<file path="config.mk">
export PLATFORM = sky130hd
export DESIGN_NAME = fp_expand_flat
export DESIGN_NICKNAME = d
export VERILOG_FILES = /design/src/rtl/fp_expand_if.sv /design/src/rtl/fp_expand.sv /design/src/flat_wrapper.sv
export SDC_FILE = /design/constraint.sdc
export NUM_CORES = 1
export LEC_CHECK = 0
export ABC_CLOCK_PERIOD_IN_PS = 4700
export CORE_MARGIN = 3
export CORE_UTILIZATION = 55
export DETAILED_ROUTE_END_ITERATION = 8
export GPL_ROUTABILITY_DRIVEN = 1
export MAX_ROUTING_LAYER = met4
export PLACE_DENSITY = 0.82
export SYNTH_ARGS = -nofsm -noshare
export SYNTH_HDL_FRONTEND = slang
export SYNTH_SLANG_ARGS = --single-unit
export TNS_END_PERCENT = 30
</file>
<file path="constraint.sdc">
create_clock -name clk -period 4.7 [get_ports clk]
set_clock_uncertainty 0.2 [all_clocks]
set_input_delay 0.94 -clock clk [delete_from_list [all_inputs] [get_ports clk]]
set_output_delay 0.94 -clock clk [all_outputs]
set_load 0.05 [all_outputs]
</file>
<file path="src/rtl/fp_expand_if.sv">
// Handshake bundle for the float-to-linear expander: compressed sample in,
// 12-bit two's-complement linear value out.
interface fp_expand_if;
    logic        in_valid;
    logic        in_ready;
    logic        sign;
    logic [2:0]  exponent;
    logic [3:0]  significand;
    logic        out_valid;
    logic        out_ready;
    logic [11:0] dout;

    modport master (
        output in_valid, sign, exponent, significand, out_ready,
        input  in_ready, out_valid, dout
    );

    modport slave (
        input  in_valid, sign, exponent, significand, out_ready,
        output in_ready, out_valid, dout
    );
endinterface

</file>
<file path="src/rtl/fp_expand.sv">
// Serial expander: sign/exponent/significand to 12-bit two's complement,
// one left shift per cycle, registered valid/ready on both sides.
//
// state | meaning
// IDLE  | in_ready high, waiting for a sample
// SHIFT | shifting mag left once per cycle until count reaches zero
// SIGN  | apply sign to mag and load dout
// HOLD  | out_valid high, waiting for out_ready
module fp_expand (
    input  logic        clk,
    input  logic        rst_n,
    fp_expand_if.slave  bus
);
    typedef enum logic [1:0] {
        IDLE  = 2'd0,
        SHIFT = 2'd1,
        SIGN  = 2'd2,
        HOLD  = 2'd3
    } state_t;

    state_t      state;
    logic        sign_q;
    logic [2:0]  count;
    logic [10:0] mag;
    logic [11:0] mag_ext;

    assign mag_ext = {1'b0, mag};

    always_ff @(posedge clk) begin
        if (!rst_n) begin
            state         <= IDLE;
            sign_q        <= 1'b0;
            count         <= 3'd0;
            mag           <= 11'd0;
            bus.in_ready  <= 1'b1;
            bus.out_valid <= 1'b0;
            bus.dout      <= 12'h000;
        end else begin
            case (state)
                IDLE: begin
                    if (bus.in_valid) begin
                        sign_q       <= bus.sign;
                        count        <= bus.exponent;
                        mag          <= {7'b0, bus.significand};
                        bus.in_ready <= 1'b0;
                        state        <= SHIFT;
                    end
                end
                SHIFT: begin
                    if (count != 3'd0) begin
                        mag   <= mag << 1;
                        count <= count - 3'd1;
                    end else begin
                        state <= SIGN;
                    end
                end
                SIGN: begin
                    // Magnitude tops out at 1920, so the 12-bit negate never wraps.
                    bus.dout      <= sign_q ? (12'd0 - mag_ext) : mag_ext;
                    bus.out_valid <= 1'b1;
                    state         <= HOLD;
                end
                HOLD: begin
                    if (bus.out_ready) begin
                        bus.out_valid <= 1'b0;
                        bus.in_ready  <= 1'b1;
                        state         <= IDLE;
                    end
                end
                default: begin
                    state         <= IDLE;
                    bus.in_ready  <= 1'b1;
                    bus.out_valid <= 1'b0;
                end
            endcase
        end
    end
endmodule
</file>
<file path="src/flat_wrapper.sv">
// flat-port wrapper written by rule: the top's interface ports become plain ports
module fp_expand_flat 
  (clk, rst_n, bus_in_valid, bus_sign, bus_exponent, bus_significand, bus_out_ready, bus_in_ready, bus_out_valid, bus_dout);
  fp_expand_if bus_i ();
  input  logic clk;
  input  logic rst_n;
  input wire logic [$bits(bus_i.in_valid)-1:0] bus_in_valid;
  input wire logic [$bits(bus_i.sign)-1:0] bus_sign;
  input wire logic [$bits(bus_i.exponent)-1:0] bus_exponent;
  input wire logic [$bits(bus_i.significand)-1:0] bus_significand;
  input wire logic [$bits(bus_i.out_ready)-1:0] bus_out_ready;
  output wire logic [$bits(bus_i.in_ready)-1:0] bus_in_ready;
  output wire logic [$bits(bus_i.out_valid)-1:0] bus_out_valid;
  output wire logic [$bits(bus_i.dout)-1:0] bus_dout;
  assign bus_i.in_valid = bus_in_valid;
  assign bus_i.sign = bus_sign;
  assign bus_i.exponent = bus_exponent;
  assign bus_i.significand = bus_significand;
  assign bus_i.out_ready = bus_out_ready;
  assign bus_in_ready = bus_i.in_ready;
  assign bus_out_valid = bus_i.out_valid;
  assign bus_dout = bus_i.dout;
  fp_expand u_core (.clk(clk), .rst_n(rst_n), .bus(bus_i));
endmodule
</file>
==> key figures <==
Outcome
  • Status: completed

Critical path
  • Stages on worst setup path: 1
  • Depth of the worst register-to-register path: 6
  • Startpoint-to-endpoint class of the critical path: flop to output port
  • Category of the worst setup path launch point: flop
  • Sequence of cells on the critical path: clkdlybuf4s50_1
  • Worst Setup SP: u_core.bus.in_ready
  • Data required time at the worst endpoint: 3.56 ns
  • Standard cell with the maximum stage delay on the critical path: sky130_fd_sc_hd__clkdlybuf4s50_1
  • Longest individual stage delay on the worst path: 0.82 ns
  • Number of buffers and inverters on the critical path: 1
  • Arrival time reported for the critical path endpoint: around 1.5 ns
  • Crit Path Max Fanout: 3
  • Largest delay share family, worst path: buffers and inverters
  • Worst reg2reg endpoint: u_core.bus.dout[9]
  • Worst flop-to-flop path startpoint: u_core.state[0]
  • Capturing element of the worst setup path: bus_in_ready
  • Worst R2R Setup Slack: 2.29 ns
  • Type of destination of the critical path: output port

Global routing
  • Maximum number of pins on one net before global-route repair: 27
  • Vias in the first global route: 1358
  • Overall fraction of global-route tracks in use: 23.58%
  • Grt total ovfl: 0
  • Initial antenna violation count: 0
  • Global-route wire length before repair: 6072 um

Drt
  • Aggregate routed wire length: 3613 um
  • WL/cell: around 15 um
  • Average vias per placed instance: 6.029
  • Number of DRC violations after detailed routing: 0
  • Detailed-router iteration count before antenna repair: 4
  • Detail Route Antenna Nets: 0
  • Iter 0 DRT Violations: between 60 and 70
  • Overall via count from detail_route: roughly 1400

Final layout
  • Cell area after layout: 0.001878 mm2
  • Number of diodes: 0
  • Fraction of layout cells with a size suffix above 1: under 10%
  • Final #Nets: 229
  • Synth-to-layout area growth: 17.36%
  • Fillers: 208
  • Footprint of the multi-input gates: 879.6 um2
  • Reg area: 620.6 um2

Flow run
  • Reported max-cap violation count: 0

Floorplanning
  • Initial core utilization: 61.25%
  • Die area: 0.003593 mm2
  • Floorplan Core Area: about 0.0026 mm2
  • Number of cell rows: 18
  • DIE HEIGHT: around 60 um
  • Num ports: 26
  • Horizontal extent of the die: 59.94 um

Clocking
  • Root buffer cell: sky130_fd_sc_hd__clkbuf_4
  • Total of hold buffers inserted after clock tree synthesis: 0
  • Buffer depth of the longest clock path: 2
  • CTS clk-pin slew, worst paths: 0.09 ns
  • Number of clock sinks seen by CTS: 31
  • CTS H-tree lvls: 2
  • Clock insertion delay at the later pin of the skew report: 0.33 ns
  • Post-CTS resize count: 0
  • Number of buffers created by CTS: 5
  • Clock tree from TritonCTS: done
  • Post-CTS setup repair buffer count: 0

Placement
  • IO Port Bufs: 25
  • DPL Wire Length: 2540 um
  • Weighted congestion at the end of routability-driven global placement: 0.8181
  • Placed Instance Area: 0.001837 mm2

STA
  • Part of the cycle the worst path needs: 56.88%
  • Number of hold violations in the final report: 0
  • Slew at the pin with the worst max-slew slack: 0.8215 ns
  • RSZ-0062 raised after global routing: false
  • Setup TNS: 0 ns
  • Clock period minus worst slack: 2.673 ns
  • Final Max Tran Viols: 0
  • Maximum frequency from static timing analysis: about 0.37 GHz
  • Hold Slack: ~0.28 ns
  • Rel. slew slack: roughly 45%
  • Setup violation total in the final timing report: 0

Synthesis
  • Average size of a mapped cell: 8.467 um2
  • Seq/Total Area, Yosys: about two fifths
  • Post-synthesis register bit count: 31
  • Syn nets: 209
  • Cell types occupying the most area after synthesis: sky130_fd_sc_hd__dfxtp_1 (39%), sky130_fd_sc_hd__ha_1 (6.3%), sky130_fd_sc_hd__a21oi_1 (5.3%), sky130_fd_sc_hd__mux2i_1 (5.0%), sky130_fd_sc_hd__a211oi_1 (4.7%)
  • Number of warnings reported in the yosys synthesis log: 0
  • Post-synth top area share: around 39%
  • Cell variety after synth: 38
  • Largest area contributor in the synthesized netlist: sky130_fd_sc_hd__dfxtp_1
  • Number of instances in the synthesized netlist: roughly 190
  • Post-synthesis instance area: 0.001600 mm2

Power and ir drop
  • Reported net switching power: 0.5254 mW
  • Logic pwr share: between 50 and 60%
  • Design internal power: 0.5967 mW
  • Power density relative to cell area: 597.5 mW/mm2
  • Register share of total power: about a third
  • Worst vdd rail ir drop: 473.0 uV
  • Static leakage: 0.6502 nW
  • Fraction of power consumed by the clock network: 12.3%
  • Switching portion of total power: 46.82%

Hold path
  • Class of the most critical hold timing path: flop to flop
synthesized netlist by cell type:
library cell	count
sky130_fd_sc_hd__a21boi_2	1
sky130_fd_sc_hd__or3_1	1
sky130_fd_sc_hd__nand2b_1	3
sky130_fd_sc_hd__nand3_1	12
sky130_fd_sc_hd__o211ai_1	2
sky130_fd_sc_hd__a211oi_1	10
sky130_fd_sc_hd__nor3_1	3
sky130_fd_sc_hd__a2bb2oi_1	3
sky130_fd_sc_hd__a221oi_1	1
sky130_fd_sc_hd__o22ai_1	2
sky130_fd_sc_hd__o21ai_0	6
sky130_fd_sc_hd__nand4_2	1
sky130_fd_sc_hd__buf_2	5
sky130_fd_sc_hd__a21oi_1	17
sky130_fd_sc_hd__a21boi_0	2
sky130_fd_sc_hd__a311o_1	1
sky130_fd_sc_hd__xnor2_1	4
sky130_fd_sc_hd__nor2b_1	2
sky130_fd_sc_hd__nor4_4	1
sky130_fd_sc_hd__dfxtp_1	31
sky130_fd_sc_hd__clkinv_1	1
sky130_fd_sc_hd__nand4b_1	1
sky130_fd_sc_hd__o221a_2	1
sky130_fd_sc_hd__mux2i_1	8
sky130_fd_sc_hd__inv_1	10
sky130_fd_sc_hd__ha_1	8
sky130_fd_sc_hd__o21ai_2	1
sky130_fd_sc_hd__o31ai_1	1
sky130_fd_sc_hd__nand4_1	2
sky130_fd_sc_hd__nand2_1	18
sky130_fd_sc_hd__o41ai_1	1
sky130_fd_sc_hd__xor2_1	1
sky130_fd_sc_hd__clkbuf_1	7
sky130_fd_sc_hd__nor2_1	17
sky130_fd_sc_hd__a31oi_1	1
sky130_fd_sc_hd__mux2_4	1
sky130_fd_sc_hd__o211a_2	1
sky130_fd_sc_hd__buf_4	1
cells by family (layout without fill, tap and decap cells):
| family | Yosys count | count (layout) | share of synthesized area, % |
|---|---|---|---|
| adders and majority gates | 8 | 8 | 6.255 |
| muxes | 9 | 9 | 5.942 |
| buffers and inverters | 24 | 43 | 6.255 |
| and+or+nand+nor | 61 | 61 | 18.69 |
| DFF | 31 | 31 | 38.78 |
| xor gates and xnor gates | 5 | 5 | 2.736 |
| AOI/OAI and AO/OA | 51 | 51 | 21.34 |
power by group through the flow:
stage	registers (mW)	clock network, mW	logic [mW]
2_1_floorplan	0.443	0	0.406
5_1_grt	0.390	0.158	0.669
3_5_place_dp	0.387	0	0.598
4_1_cts	0.382	0.142	0.601
6_report	0.383	0.138	0.602
3_3_place_gp	0.383	0	0.568
area by class of cell:
class / count / share of cell area, %
clock buffers: 6 / 2.199
inverters: 11 / 2.199
multi-input cells: 134 / 46.84
flip-flops and latches: 31 / 33.04
well taps: 30 / 1.999
repair buffers: 26 / 13.72
registers in the layout, indices dropped and copies added (netlist names):
register,count
u_core.mag,11
u_core.bus.in_ready,1
u_core.state,2
u_core.bus.dout,12
u_core.count,3
u_core.bus.out_valid,1
u_core.sign_q,1
worst min-delay path by stage:
stage	from	end	slack, ns	cells after the start
after floorplan	u_core.count[1]	u_core.count[1]	0.23	2
after CTS	u_core.bus.dout[2]	u_core.bus.dout[2]	0.29	2
after global routing	u_core.bus.dout[2]	u_core.bus.dout[2]	0.30	2
after detailed placement	u_core.count[1]	u_core.count[1]	0.27	2
final	u_core.bus.dout[11]	u_core.bus.dout[11]	0.28	2
after global placement	u_core.count[2]	u_core.count[2]	0.26	2
cells in the final DEF (no fill, tap or decap), types with 2 or more instances in the layout:
| master | count |
|---|---|
| sky130_fd_sc_hd__nand2_1 | 18 |
| sky130_fd_sc_hd__a211oi_1 | 10 |
| sky130_fd_sc_hd__nor2_1 | 17 |
| sky130_fd_sc_hd__nor3_1 | 3 |
| sky130_fd_sc_hd__nor2b_1 | 2 |
| sky130_fd_sc_hd__o21ai_0 | 6 |
| sky130_fd_sc_hd__clkdlybuf4s50_1 | 25 |
| sky130_fd_sc_hd__a21oi_1 | 17 |
| sky130_fd_sc_hd__nand3_1 | 12 |
| sky130_fd_sc_hd__nand4_1 | 2 |
| sky130_fd_sc_hd__ha_1 | 8 |
| sky130_fd_sc_hd__a2bb2oi_1 | 3 |
| sky130_fd_sc_hd__xnor2_1 | 4 |
| sky130_fd_sc_hd__inv_1 | 10 |
| sky130_fd_sc_hd__clkbuf_4 | 5 |
| sky130_fd_sc_hd__dfxtp_1 | 31 |
| sky130_fd_sc_hd__nand2b_1 | 3 |
| sky130_fd_sc_hd__mux2i_1 | 8 |
| sky130_fd_sc_hd__o22ai_1 | 2 |
| sky130_fd_sc_hd__o211ai_1 | 2 |
| sky130_fd_sc_hd__a21boi_0 | 2 |
per-layer routing:
metal	routed length (um)	GRT usage (%)	vias up
li1	-	-	707
met1	1506	25.63	663
met2	1799	38.27	53
met3	212	7.559	12
met4	95	12.03	0
met5	0	-	-
through the flow:
| stage | power, mW | util [%] | cells | worst slack, ns |
|---|---|---|---|---|
| floorplan | 0.8492 | - | 189 | 2.611 |
| global route | 1.218 | 71.89 | 238 | 1.970 |
| global placement | 0.9510 | 70.31 | 232 | 2.008 |
| detailed placement | 0.9854 | 70.31 | 232 | 1.921 |
| CTS | 1.124 | 71.89 | 238 | 2.024 |
| finish | 1.122 | 71.89 | 238 | 2.027 |
No activity file was read; power rests on OpenSTA's default activity.
==> RTL edit 1 (config.mk and constraints unchanged) <==
Reset style: asynchronous (`rst_n`), changed in one clocked block.
--- a/src/rtl/fp_expand.sv
+++ b/src/rtl/fp_expand.sv
@@ -27,5 +27,5 @@
     assign mag_ext = {1'b0, mag};
 
-    always_ff @(posedge clk) begin
+    always_ff @(posedge clk or negedge rst_n) begin
         if (!rst_n) begin
             state         <= IDLE;
Behaviour: differs if rst_n is asserted again (counterexample within 4 cycles, from zero or initial values and one cycle with rst_n low); with rst_n held inactive, the same outputs for 10 cycles.
==> RTL edit 1 against the unedited design <==
  * Maximum frequency is 5.4% lower
  * Combinational power increased by 62%
  * Non-clock buffer count is 2 higher
  * Sequential cell count did not move
  * Final area increased by 14%
  * Wire length rose by 3.5%
  * Total power rose by 53%
  * Sequential power increased by 34%
  * Area after synthesis is 10% higher
  * Via count rose by 1.8%
  * Setup slack got worse by 0.15 ns
  * Largest cell class unchanged
==> RTL edit 1: results (changes against the unedited design) <==
Status: completed
Syn_nets: 199 (-4.8%)
Relative slew slack: 0.5138 (+0.06148)
Synth area leaders: dfrtp_1 (43%), ha_1 (5.7%), mux2_2 (4.5%), mux2i_1 (4.0%), inv_1 (3.6%)
Largest net degree at the start of global routing: 32 (+19%)
Syn Inst Count: 179 (-5.3%)
Async set-or-reset flop fraction in the synthesized netlist: 1.000 (+1.000)
Top cells by count, synth: dfrtp_1 (30), inv_1 (17), o21ai_0 (12), nand4_1 (9)
Fill cells: 223 (+7.2%)
Layout cells sized above 1: 0.1171 (+0.05457)
Critical R2R Launch: u_core.state[1]
Unique masters post-synth: 40 (+5.3%)
VDD IR max: 0.4974 mV (+5.2%)
DRT iter0 DRCs: 135 (+100%)
Worst Hold Margin: 0.3038 ns (+0.02072 ns)
Hold Path End: u_core.bus.dout[11]
Static Leak: 0.9149 nW (+41%)
Placer congestion estimate: 0.8354 (+2.1%)
GRT Overall Usage: 0.2182 (-0.01757)
Routed len/inst: 15.14 µm (-0.26%)
Clock transition at path regs: 0.11 ns (+0.02 ns)
Max incr delay on CP: 0.80 ns (-0.02 ns)
Final net count: 224 (-2.2%)
DP HPWL: 2685 µm (+5.7%)
R2R Path End: u_core.mag[2]
## RTL edit 1: layout make-up
cell class                 count  share of cell area
clock buffer                   6             0.02403
sequential                    31              0.3640
multi-input combinational    121              0.4132
inverter                      17             0.02989
tap                           42             0.02462
timing repair buffer          28              0.1278
clock inverter                 2             0.01641
## RTL edit 1: worst max path at each step
stage	cells past startpoint	startpoint	to	slack [ns]
3_3_place_gp	5	bus_in_valid	u_core.mag[2]	2.03
2_1_floorplan	4	bus_in_valid	u_core.count[1]	2.63
4_1_cts	1	u_core.bus.in_ready	bus_in_ready	1.86
3_5_place_dp	5	bus_in_valid	u_core.mag[2]	1.99
5_1_grt	1	u_core.bus.in_ready	bus_in_ready	1.83
6_report	1	u_core.bus.in_ready	bus_in_ready	1.87
## RTL edit 1: stage by stage
stage               total power, mW  instance area, µm²  worst slack, ns
floorplan                     1.221                1763            2.631
global placement              1.442                2048            2.029
detailed placement            1.489                2048            1.989
CTS                           1.716                2135            1.861
global route                  1.845                2135            1.832
finish                        1.712                2135            1.875
## RTL edit 1: layer usage
| layer | GRT usage | wire [µm] |
|---|---|---|
| met4 | 0.09366 | 20 |
| met5 | - | 0 |
| met3 | 0.03957 | 245 |
| met2 | 0.3555 | 1812 |
| met1 | 0.2662 | 1662 |
## RTL edit 1: cells by family after synthesis
kind of cell | synth area share
buf+inv | 0.05891
flops | 0.4407
compound gates | 0.1363
xor+xnor | 0.009938
fa+ha+maj | 0.05678
mux | 0.08446
simple gates | 0.2129
## RTL edit 1: power breakdown
part	switching, mW	leakage [nW]	total (mW)	internal [mW]
Combinational	0.584	0.483	0.975	0.391
Sequential	0.124	0.384	0.513	0.389
Clock	0.0981	0.0482	0.224	0.126
Total	0.806	0.915	1.71	0.905
==> RTL edit 2 (same flow settings) <==
Made on the original files. Encoding of `state_t`: now one-hot (4 bits for 4 states).
--- a/src/rtl/fp_expand.sv
+++ b/src/rtl/fp_expand.sv
@@ -12,9 +12,9 @@
     fp_expand_if.slave  bus
 );
-    typedef enum logic [1:0] {
-        IDLE  = 2'd0,
-        SHIFT = 2'd1,
-        SIGN  = 2'd2,
-        HOLD  = 2'd3
+    typedef enum logic [3:0] {
+        IDLE  = 4'b0001,
+        SHIFT = 4'b0010,
+        SIGN  = 4'b0100,
+        HOLD  = 4'b1000
     } state_t;
 
Check against the original RTL: no difference found for any inputs over 10 cycles, from zero or initial values and one cycle with rst_n low; not proved beyond that.
==> RTL edit 2 against the unedited design <==
  * Setup slack better by 0.0018 ns
  * Critical path depth unchanged
  * First-iteration DRC count grew 1.5%
  * Final area grew 2.3%
  * Sequential cell count increased by 2
  * Wire length shrank 5.6%
  * Sequential share of layout area grew 1.3 points
  * Area after synthesis increased by 3.4%
  * Core utilization shrank 3.4 points
Power is not compared: it rests on default switching activity, and its combinational part moved more than twofold at a synthesized area within 25%.
==> RTL edit 2: results (changes against the unedited design) <==
Setup Fix Bufs, Post-CTS: 0 (unchanged)
Max Root-Sink Buffers: 2 (unchanged)
Max incr delay on CP: 0.82 ns (about the same)
Synth Area in Compound Gates: 0.2336 (+0.02011)
Biggest regs: u_core.bus.dout x12, u_core.mag x11, u_core.state x4
# diodes: 0 (unchanged)
Min-delay src: u_core.bus.dout[11]
Placer congestion estimate: 0.7703 (-5.8%)
Crit-path slowest cell: clkdlybuf4s50_1
Number of flip-flops under the largest register name: 12 (unchanged)
Critical R2R Launch: u_core.state[1]
First-pass GRT wire length: 5782 µm (-4.8%)
Drt first pass iters: 4 (unchanged)
Setup_tns: 0 ns (unchanged)
Largest Register: u_core.bus.dout
Status: completed
Hold crit path type: flip-flop to flip-flop
Fill cells: 231 (+11%)
Reg2Reg Setup Slack: 2.38 ns (+0.09 ns)
GRT Overall Usage: 0.2176 (-0.01820)
Root buffer selected by CTS: clkbuf_4
Async set-or-reset flop fraction in the synthesized netlist: 0 (unchanged)
Initial antenna violation count: 0 (unchanged)
Cell Area, Placed: 1871 µm² (+1.8%)
DP HPWL: 2413 µm (-5.0%)
Final net count: 222 (-3.1%)
Vias in the first global route: 1,304 (-4.0%)
Unique masters post-synth: 42 (+11%)
Synth warn: 0 (unchanged)
Synth Area in XOR/XNOR: 0.05291 (+0.02554)
Layout cells sized above 1: 0.08173 (+0.01923)
Top layer in use: met4
Detailed-route via count: 1,406 (-2.0%)
Arr. time, crit path: 1.53 ns (about the same)
Synth area leaders: dfxtp_1 (40%), a21oi_1 (6.0%), xnor2_1 (4.2%), nor2_1 (4.1%), nand2_1 (3.6%)
R2R Path End: u_core.count[0]
Syn_nets: 202 (-3.3%)
Static Leak: 0.6365 nW
Routed Wire Length: 3410 µm (-5.6%)
WL met1: 1544 µm (+2.5%)
Buffers on Ports: 25 (unchanged)
Worst Path Max Fanout: 3 (unchanged)
DRT iter0 DRCs: 68 (+1.5%)
EDFF count, synth: 0 (unchanged)
Adder-Cell Fraction of Synth Area: 0.02268 (-0.03987)
Reg2Reg Depth: 4 (-2)
Largest net degree at the start of global routing: 26 (-3.7%)
Met3 routed WL: 190 µm (-10%)
CTS resizes: 0 (unchanged)
Portion of netlist area occupied by mux cells: 0.02419 (-0.03523)
Hold Path End: u_core.bus.dout[11]
Num CTS Buffers: 5 (unchanged)
Met2 Routed Length: 1617 µm (-10%)
Relative slew slack: 0.4880 (+0.03561)
Top cells by count, synth: dfxtp_1 (33), a21oi_1 (20), nor2_1 (18), nand2_1 (16), nand3_1 (10)
Register area share after synthesis: 0.3991 (+0.01129)
Htree depth: 2 (unchanged)
VDD IR max: 0.2204 mV
Crit path max-delay family: buffers and inverters
Worst-Skew Late Latency: 0.34 ns
[RTL edit 2: layout make-up]
type	instances	area, µm²	share of cell area
repair buffers	27	265.3	0.1380
clock inverters	2	10.01	0.005208
well taps	31	38.79	0.02018
inverters	9	33.78	0.01758
multi-input cells	131	872.1	0.4538
flip-flops and latches	33	660.6	0.3438
clock buffers	6	41.29	0.02148
[RTL edit 2: per-layer routing]
metal,up-vias,track usage
met1,641,0.2660
met3,9,0.05319
met2,47,0.3435
li1,709,-
met4,0,0.08669
met5,-,-
[RTL edit 2: per-stage QoR]
step	setup WS, ns	instances	hold WS, ns
after global routing	1.890	239	0.3119
after floorplan	2.602	187	0.2437
after detailed placement	1.714	231	0.2705
after CTS	2.025	239	0.2889
after global placement	1.836	231	0.2588
final	2.028	239	0.2818
[RTL edit 2: kinds of logic after synthesis]
family / Yosys count
compound gates: 54
xor+xnor: 10
fa+ha+maj: 3
buf+inv: 23
flops: 33
mux: 4
simple gates: 60
[RTL edit 2: how the worst max path moves through the flow]
stage               slack [ns]                   to  cells after the start                 from
global route              1.89  u_core.bus.in_ready                      4                rst_n
finish                    2.03         bus_in_ready                      1  u_core.bus.in_ready
detailed placement        1.71  u_core.bus.in_ready                      4                rst_n
floorplan                 2.60  u_core.bus.in_ready                      4         bus_in_valid
CTS                       2.03         bus_in_ready                      1  u_core.bus.in_ready
global placement          1.84  u_core.bus.in_ready                      4                rst_n
[RTL edit 2: power by group]
group | internal [mW] | switching [mW] | total (mW)
Combinational | 0.0640 | 0.0833 | 0.147
Clock | 0.0569 | 0.0967 | 0.154
Sequential | 0.295 | 0.0219 | 0.317
Total | 0.416 | 0.202 | 0.618
